[src/rtl/pq_access_arbiter_pkg.sv]
// Shared types and helpers for the P/Q access arbiter: state encoding,
// payload width and word parity.
package pq_pkg;

  localparam int DATA_W = 7;

  localparam logic [2:0] S_IDLE  = 3'd0;
  localparam logic [2:0] S_GRANT = 3'd1;
  localparam logic [2:0] S_CHECK = 3'd2;
  localparam logic [2:0] S_WRITE = 3'd3;
  localparam logic [2:0] S_RESP  = 3'd4;

  typedef enum logic [2:0] {
    ST_IDLE  = S_IDLE,
    ST_GRANT = S_GRANT,
    ST_CHECK = S_CHECK,
    ST_WRITE = S_WRITE,
    ST_RESP  = S_RESP
  } state_t;

  // 1 means odd parity over the whole word, i.e. a rejected word
  function automatic logic parity(input logic [DATA_W:0] word);
    return ^word;
  endfunction

endpackage

[src/rtl/pq_access_arbiter_if.sv]
// Requester-facing bus of the P/Q access arbiter: two request/data pairs,
// grants, response flags and the shared P/Q register contents.
interface pq_access_arbiter_if;
  import pq_pkg::*;

  logic              reqA;
  logic              reqB;
  logic [DATA_W:0]   dataA;
  logic [DATA_W:0]   dataB;
  logic              grantA;
  logic              grantB;
  logic              ack;
  logic              err;
  logic [DATA_W-1:0] dataP;
  logic [DATA_W-1:0] dataQ;
  logic              nextIsQ;

  modport master (
    output reqA, reqB, dataA, dataB,
    input  grantA, grantB, ack, err, dataP, dataQ, nextIsQ
  );

  modport slave (
    input  reqA, reqB, dataA, dataB,
    output grantA, grantB, ack, err, dataP, dataQ, nextIsQ
  );

endinterface

[src/rtl/pq_access_arbiter_register.sv]
// Enable register with asynchronous active-low clear, used for P and Q.
module pq_register
  import pq_pkg::*;
#(
  parameter int DATA_W = pq_pkg::DATA_W
) (
  input  logic              clock,
  input  logic              reset_n,
  input  logic              en,
  input  logic [DATA_W-1:0] d,
  output logic [DATA_W-1:0] q
);

  always_ff @(posedge clock or negedge reset_n) begin
    if (!reset_n) begin
      q <= '0;
    end else if (en) begin
      q <= d;
    end
  end

endmodule

[src/rtl/pq_access_arbiter.sv]
// Round-robin arbiter giving requesters A and B four-phase access to the
// alternating P/Q register pair, with parity check on each captured word.
module pq_access_arbiter
  import pq_pkg::*;
(
  input  logic                 clock,
  input  logic                 reset_n,
  pq_access_arbiter_if.slave   bus
);

  state_t            state;
  logic              last_b;
  logic              next_is_q;
  logic              grant_a;
  logic              grant_b;
  logic              ack_r;
  logic              err_r;
  logic [DATA_W:0]   cap_reg;
  logic              granted_req;
  logic              en_p;
  logic              en_q;
  logic [DATA_W-1:0] data_p;
  logic [DATA_W-1:0] data_q;

  assign granted_req = grant_a ? bus.reqA : bus.reqB;
  assign en_p        = (state == ST_WRITE) && !next_is_q;
  assign en_q        = (state == ST_WRITE) &&  next_is_q;

  // On a tie A wins unless A was the last requester served
  always_ff @(posedge clock or negedge reset_n) begin
    if (!reset_n) begin
      state     <= ST_IDLE;
      last_b    <= 1'b1;
      next_is_q <= 1'b0;
      grant_a   <= 1'b0;
      grant_b   <= 1'b0;
      ack_r     <= 1'b0;
      err_r     <= 1'b0;
      cap_reg   <= '0;
    end else begin
      case (state)
        ST_IDLE: begin
          if (bus.reqA && (!bus.reqB || last_b)) begin
            grant_a <= 1'b1;
            state   <= ST_GRANT;
          end else if (bus.reqB) begin
            grant_b <= 1'b1;
            state   <= ST_GRANT;
          end
        end
        ST_GRANT: begin
          cap_reg <= grant_a ? bus.dataA : bus.dataB;
          last_b  <= grant_b;
          state   <= ST_CHECK;
        end
        ST_CHECK: begin
          if (parity(cap_reg)) begin
            err_r <= 1'b1;
            state <= ST_RESP;
          end else begin
            state <= ST_WRITE;
          end
        end
        ST_WRITE: begin
          next_is_q <= !next_is_q;
          ack_r     <= 1'b1;
          state     <= ST_RESP;
        end
        ST_RESP: begin
          if (!granted_req) begin
            grant_a <= 1'b0;
            grant_b <= 1'b0;
            ack_r   <= 1'b0;
            err_r   <= 1'b0;
            state   <= ST_IDLE;
          end
        end
        default: state <= ST_IDLE;
      endcase
    end
  end

  pq_register #(.DATA_W(DATA_W)) u_reg_p (
    .clock   (clock),
    .reset_n (reset_n),
    .en      (en_p),
    .d       (cap_reg[DATA_W:1]),
    .q       (data_p)
  );

  pq_register #(.DATA_W(DATA_W)) u_reg_q (
    .clock   (clock),
    .reset_n (reset_n),
    .en      (en_q),
    .d       (cap_reg[DATA_W:1]),
    .q       (data_q)
  );

  assign bus.grantA  = grant_a;
  assign bus.grantB  = grant_b;
  assign bus.ack     = ack_r;
  assign bus.err     = err_r;
  assign bus.dataP   = data_p;
  assign bus.dataQ   = data_q;
  assign bus.nextIsQ = next_is_q;

endmodule

[src/flat_wrapper.sv]
// flat-port wrapper written by rule: the top's interface ports become plain ports
module pq_access_arbiter_flat import pq_pkg::*;
  (clock, reset_n, bus_reqA, bus_reqB, bus_dataA, bus_dataB, bus_grantA, bus_grantB, bus_ack, bus_err, bus_dataP, bus_dataQ, bus_nextIsQ);
  pq_access_arbiter_if bus_i ();
  input  logic clock;
  input  logic reset_n;
  input wire logic [$bits(bus_i.reqA)-1:0] bus_reqA;
  input wire logic [$bits(bus_i.reqB)-1:0] bus_reqB;
  input wire logic [$bits(bus_i.dataA)-1:0] bus_dataA;
  input wire logic [$bits(bus_i.dataB)-1:0] bus_dataB;
  output wire logic [$bits(bus_i.grantA)-1:0] bus_grantA;
  output wire logic [$bits(bus_i.grantB)-1:0] bus_grantB;
  output wire logic [$bits(bus_i.ack)-1:0] bus_ack;
  output wire logic [$bits(bus_i.err)-1:0] bus_err;
  output wire logic [$bits(bus_i.dataP)-1:0] bus_dataP;
  output wire logic [$bits(bus_i.dataQ)-1:0] bus_dataQ;
  output wire logic [$bits(bus_i.nextIsQ)-1:0] bus_nextIsQ;
  assign bus_i.reqA = bus_reqA;
  assign bus_i.reqB = bus_reqB;
  assign bus_i.dataA = bus_dataA;
  assign bus_i.dataB = bus_dataB;
  assign bus_grantA = bus_i.grantA;
  assign bus_grantB = bus_i.grantB;
  assign bus_ack = bus_i.ack;
  assign bus_err = bus_i.err;
  assign bus_dataP = bus_i.dataP;
  assign bus_dataQ = bus_i.dataQ;
  assign bus_nextIsQ = bus_i.nextIsQ;
  pq_access_arbiter u_core (.clock(clock), .reset_n(reset_n), .bus(bus_i));
endmodule
[config.mk]
export PLATFORM = sky130hd
export DESIGN_NAME = pq_access_arbiter_flat
export DESIGN_NICKNAME = d
export VERILOG_FILES = /design/src/rtl/pq_access_arbiter_pkg.sv /design/src/rtl/pq_access_arbiter_if.sv /design/src/rtl/pq_access_arbiter_register.sv /design/src/rtl/pq_access_arbiter.sv /design/src/flat_wrapper.sv
export SDC_FILE = /design/constraint.sdc
export NUM_CORES = 1
export LEC_CHECK = 0
export ABC_AREA = 1
export ABC_CLOCK_PERIOD_IN_PS = 3700
export CORE_UTILIZATION = 51
export DETAILED_ROUTE_END_ITERATION = 16
export GPL_ROUTABILITY_DRIVEN = 0
export MAX_ROUTING_LAYER = met4
export PLACE_DENSITY = 0.83
export SLEW_MARGIN = 40
export SYNTH_ARGS = -nofsm -noshare
export SYNTH_HDL_FRONTEND = slang
export SYNTH_SLANG_ARGS = --single-unit
[constraint.sdc]
create_clock -name clock -period 3.7 [get_ports clock]
set_input_delay 0.74 -clock clock [delete_from_list [all_inputs] [get_ports clock]]
set_output_delay 0.74 -clock clock [all_outputs]
set_load 0.02 [all_outputs]
-- After elaboration in Yosys (flattened, before gate mapping)
Index checks and enable logic that the tools add are counted.
- flip-flop bits (word level): 31
- bits of input ports: 20
- output and inout port bits: 19
- logic and storage cells: 52
- equality and inequality tests: 10
- muxes and demuxes: 16
- reduce and logical (&&, ||, !) cells: 16
- operator list (operator ; number):
    one-hot mux 3 bit (5 select lines) ; 1
    2-to-1 mux 3 bit ; 4
    2-to-1 mux 8 bit ; 1
    one-hot mux 1 bit (2 select lines) ; 4
    XOR reduction 8 bit ; 1
    == test 3 x 2 -> 1 bit (second input constant) ; 2
    2-to-1 mux 1 bit ; 6
    != test 2 bit (second input constant) ; 3
    AND reduction 3 bit ; 2
    nonzero test 2 bit ; 3
    != test 2 x 1 -> 1 bit (second input constant) ; 2
    AND reduction 2 bit ; 2
    AND reduction 4 bit ; 1
    == test 3 x 1 -> 1 bit (second input constant) ; 1
    == test 3 bit (second input constant) ; 1
    logical AND 1 bit ; 3
    zero test 3 bit ; 1
    != test 3 x 2 -> 1 bit (second input constant) ; 1
    zero test 1 bit ; 2
    logical OR 1 bit ; 1

-- Depth between registers and ports, before layout
- word-level depth: 5
- gate-level depth with buffers: 10
- mapped depth without buffers: 10

-- Modules after synthesis
From an unflattened synthesis, not the netlist that was laid out.
- cell total of the unflattened synthesis: 204
- area total of the unflattened synthesis: 1530.2 um^2
- modules (own cells, without submodules) (module ; instances ; cells each ; area an instance (um^2) ; sequential area each (um^2)):
    pq_access_arbiter ; 1 ; 144 ; 992.2 ; 426.7
    pq_register ; 2 ; 30 ; 269.0 ; 175.2

-- Worst setup path after synthesis
OpenSTA, ideal clock, no wires.
- path kind: input to register
- start: input bus_reqB
- end: register u_core.err_r (netlist: u_core.bus.err)
- library setup time: 0.117 ns
- arrival time: 1.383 ns
- data required time: 3.583 ns
- path slack: 2.200 ns
- stages on the path: 7
- buffers on the path: 0
- cell sequence: inv_1 o21ai_0 or2_2 nand2_1 nand2_1 nand2_1 nand2_1
- cells in the longest elaborated chain, start to end: 3
- ends and longest elaborated chain (element ; line ; source):
    from (decl) ; flat_wrapper.sv:8 ; input wire logic [$bits(bus_i.reqB)-1:0] bus_reqB;
    2-to-1 mux 1 bit ; pq_access_arbiter.sv:25 ; assign granted_req = grant_a ? bus.reqA : bus.reqB;
    != test 2 bit (no line) ; -- ;
    AND reduction 3 bit (no line) ; -- ;
    to (signal assigned) ; pq_access_arbiter.sv:38 ; err_r <= 1'b0;
    to (signal assigned) ; pq_access_arbiter.sv:58 ; err_r <= 1'b1;
    to (signal assigned) ; pq_access_arbiter.sv:74 ; err_r <= 1'b0;
    to (decl) ; pq_access_arbiter.sv:17 ; logic err_r;
Every way passes these cells.
A chain may end at the register's enable or synchronous reset.

-- Worst setup path after layout
- start: register u_core.grant_a (netlist: u_core.bus.grantA)
- end: output bus_grantA
- RTL lines (element ; line ; source):
    from (decl) ; pq_access_arbiter.sv:14 ; logic grant_a;
    from (signal assigned) ; pq_access_arbiter.sv:35 ; grant_a <= 1'b0;
    from (signal assigned) ; pq_access_arbiter.sv:44 ; grant_a <= 1'b1;
    from (signal assigned) ; pq_access_arbiter.sv:71 ; grant_a <= 1'b0;
    to (decl) ; flat_wrapper.sv:11 ; output wire logic [$bits(bus_i.grantA)-1:0] bus_grantA;
No word-level cell between the ends.

==> summary.md <==
| Metric | Value |
|---|---|
| Num ports | `39` |
| Slowest-stage cell, CP | `clkdlybuf4s50_1` |
| Initial antenna violation count | `0` |
| DR iter-0 viols | `57` |
| Sequential area share after synthesis | `0.5188` |
| # resized after CTS | `0` |
| Post-Synthesis Cells | `187` |
| Fill cells | `237` |
| WP data arrival | `1560 ps` |
| Non-filler cells, final | `260` |
| Fin util | `0.7074` |
| Initial DRT Pass Iterations | `5` |
| Die area | `3157 µm²` |
| Yosys warns | `0` |
| Overall power consumption | `1.689 mW` |
| Largest net degree at the start of global routing | `32` |
| Hold buffer count at CTS | `0` |
| Flop and latch count out of synthesis | `31` |
| CP delay by family, top | `buffers and inverters` |
| Post-Syn Area | `1498 µm²` |
| CTS tree | `done` |
| Post-route DRC | `0` |
| CTS max path bufs | `2` |
| Clk Latency, worst-skew pair | `310 ps` |
| Power share of the clock group | `0.127` |
| Pwr dens | `866.0 nW/µm²` |
| Logic pwr share | `0.508` |
| CORE AREA | `2758 µm²` |
| Max reg flops | `8` |
| Synth top area cells | `dfrtp_1 50%, nand2_1 17%, nor2_1 5.3%` |
| CTS Root Cell | `clkbuf_4` |
| GRT Residual Overflow | `0` |
| Switching portion of total power | `0.4317` |
| Die Y | `56.19 µm` |
| Tmin final | `2304 ps` |
| Leak pwr | `0.9716 nW` |
| Dpl hpwl | `2.336 mm` |
| Internal power | `0.9599 mW` |
| Status | `complete, no violations` |
| Worst slew pin tran | `632.0 ps` |
| Initial Utilization | `0.5431` |
| CTS H-tree lvls | `2` |
| RSZ-0062 raised after global routing | `false` |
| Commonest non-fill, non-tap cell in the layout | `nand2_1` |
| Worst Path Max Fanout | `12` |
| Std-Cell Rows | `19` |
| Type of the most critical hold path | `register to register` |
| Sink Count | `31` |
| Crit path kind | `register to output pin` |
| Die Span X | `56.19 µm` |
| Synthesis-to-finish area growth | `30.24%` |
| Post-route ant nets | `0` |
| Largest stage delay, worst path | `700 ps` |
| Number of global-route vias before repair | `1,219` |
| Global-route wire length before repair | `4.816 mm` |
| Net Count, Synth | `207` |
| Worst hold slack | `480.6 ps` |
| Antenna diodes | `0` |
| Max-cap violations | `0` |
| Postcts setup bufs | `0` |
| Worst Setup End Kind | `output pin` |
| Slew Viols, Final | `0` |
| Yosys top cell by area | `dfrtp_1` |
| Final hold violation count | `0` |
| Clk_skew | `4.816 ps` |
| Max Clk Rate | `0.4341 GHz` |
| WL/cell | `11.27 µm` |
| Yosys top cell area share | `0.5013` |
| Fin nets | `248` |
| Worst-path clk slew | `90 ps` |
| Port Buffers | `38` |
| Post-Route WL | `2.931 mm` |
| Sequential Area | `777.0 µm²` |
| CP startpoint kind | `register` |
| CTS buffer count | `5` |
| CP Cell Sequence | `clkdlybuf4s50_1` |
| Psw | `0.7293 mW` |
| Most frequent cells in the layout | `68 x nand2_1, 38 x clkdlybuf4s50_1, 30 x dfrtp_1, 21 x nor2_1, 18 x inv_1` |
| Total number of vias | `1,308` |
| Layout cell share with drive strength beyond 1 | `0.1004` |
| Sequential power share | `0.365` |
| CP required | `2960 ps` |
| Final Setup Violations | `0` |
| Critical path buffer and inverter count | `1` |
| GR Util All Layers | `0.2015` |
| Rel. slew slack | `0.5787` |
| Vias per inst | `5.031` |
| Maximum vdd drop | `541.4 µV` |
| Multi-input combinational cell area | `595.6 µm²` |
| Syn Area/Cell | `8.009 µm²` |
| Synth cell types | `23` |
| Final period utilization | `0.6226` |
| Total Neg Setup Slack | `0 ps` |
| Cell total after placement | `252` |
## worst reg2reg max path: cells and delay by family (launching register included)
kind	cells	cell delay, ps
buf+inv	1	80
flops	1	440
simple gates	3	860
compound gates	1	60
## power by group through the flow
| stage | clock network (mW) | registers [mW] | logic (mW) |
|---|---|---|---|
| after floorplan | 0 | 0.697 | 0.493 |
| after CTS | 0.220 | 0.618 | 0.862 |
| after global routing | 0.235 | 0.637 | 0.957 |
| after detailed placement | 0 | 0.625 | 0.858 |
| after global placement | 0 | 0.614 | 0.819 |
| final | 0.215 | 0.617 | 0.857 |
## routing by layer
| metal | share of wire | routed length (µm) | global-route usage | vias to the layer above |
|---|---|---|---|---|
| met4 | 0.021 | 62 | 0.09408 | 0 |
| met3 | 0.044 | 129 | 0.04419 | 9 |
| met1 | 0.43 | 1252 | 0.2279 | 590 |
| met5 | 0 | 0 | - | - |
| met2 | 0.51 | 1486 | 0.3401 | 41 |
| li1 | - | - | - | 668 |
## logic make-up (layout without fill, tap and decap cells)
logic type | after synthesis | count (layout) | synth area share
AO/OA/AOI/OAI | 28 | 28 | 0.1253
AND/OR/NAND/NOR | 100 | 100 | 0.2665
buffers and inverters | 27 | 69 | 0.08354
XOR/XNOR | 1 | 1 | 0.005849
flip-flops | 31 | 31 | 0.5188
## final timing paths
kind	from	to	slack, ps	depth (start not counted)
min in group asynchronous	reset_n	u_core.cap_reg[4]	810	2
max in group asynchronous	reset_n	u_core.last_b	2580	2
max reg2reg	u_core.state[2]	u_core.u_reg_p.q[0]	2140	5
min	u_core.bus.err	u_core.bus.err	480	2
max	u_core.bus.grantA	bus_grantA	1400	1
min reg2reg	u_core.bus.err	u_core.bus.err	480	2
## cell type report
cell class,count,area share
clock buffer,8,0.03528
inverter,22,0.04233
multi-input combinational,129,0.3053
sequential,31,0.3983
tap,31,0.01988
timing repair buffer,39,0.1988
## per-stage QoR
step,area [µm²],worst slack [ps]
finish,1951,1396
global route,1951,1334
CTS,1951,1391
detailed placement,1882,1679
global placement,1882,1732
floorplan,1498,2200
## synth_stat cells
library cell,count
clkbuf_1,2
o22ai_1,1
clkinv_1,1
buf_12,1
buf_1,1
dfrtp_1,30
dfstp_2,1
a21oi_1,2
or2_2,1
nor2_1,21
nand2_2,2
nor3_1,2
or2_1,1
o21ai_2,7
o31ai_1,8
xnor2_1,1
buf_6,1
nor3_2,1
inv_2,3
o21ai_0,10
nand3_1,4
nand2_1,68
inv_1,18
(Power assumes the default switching activity.)
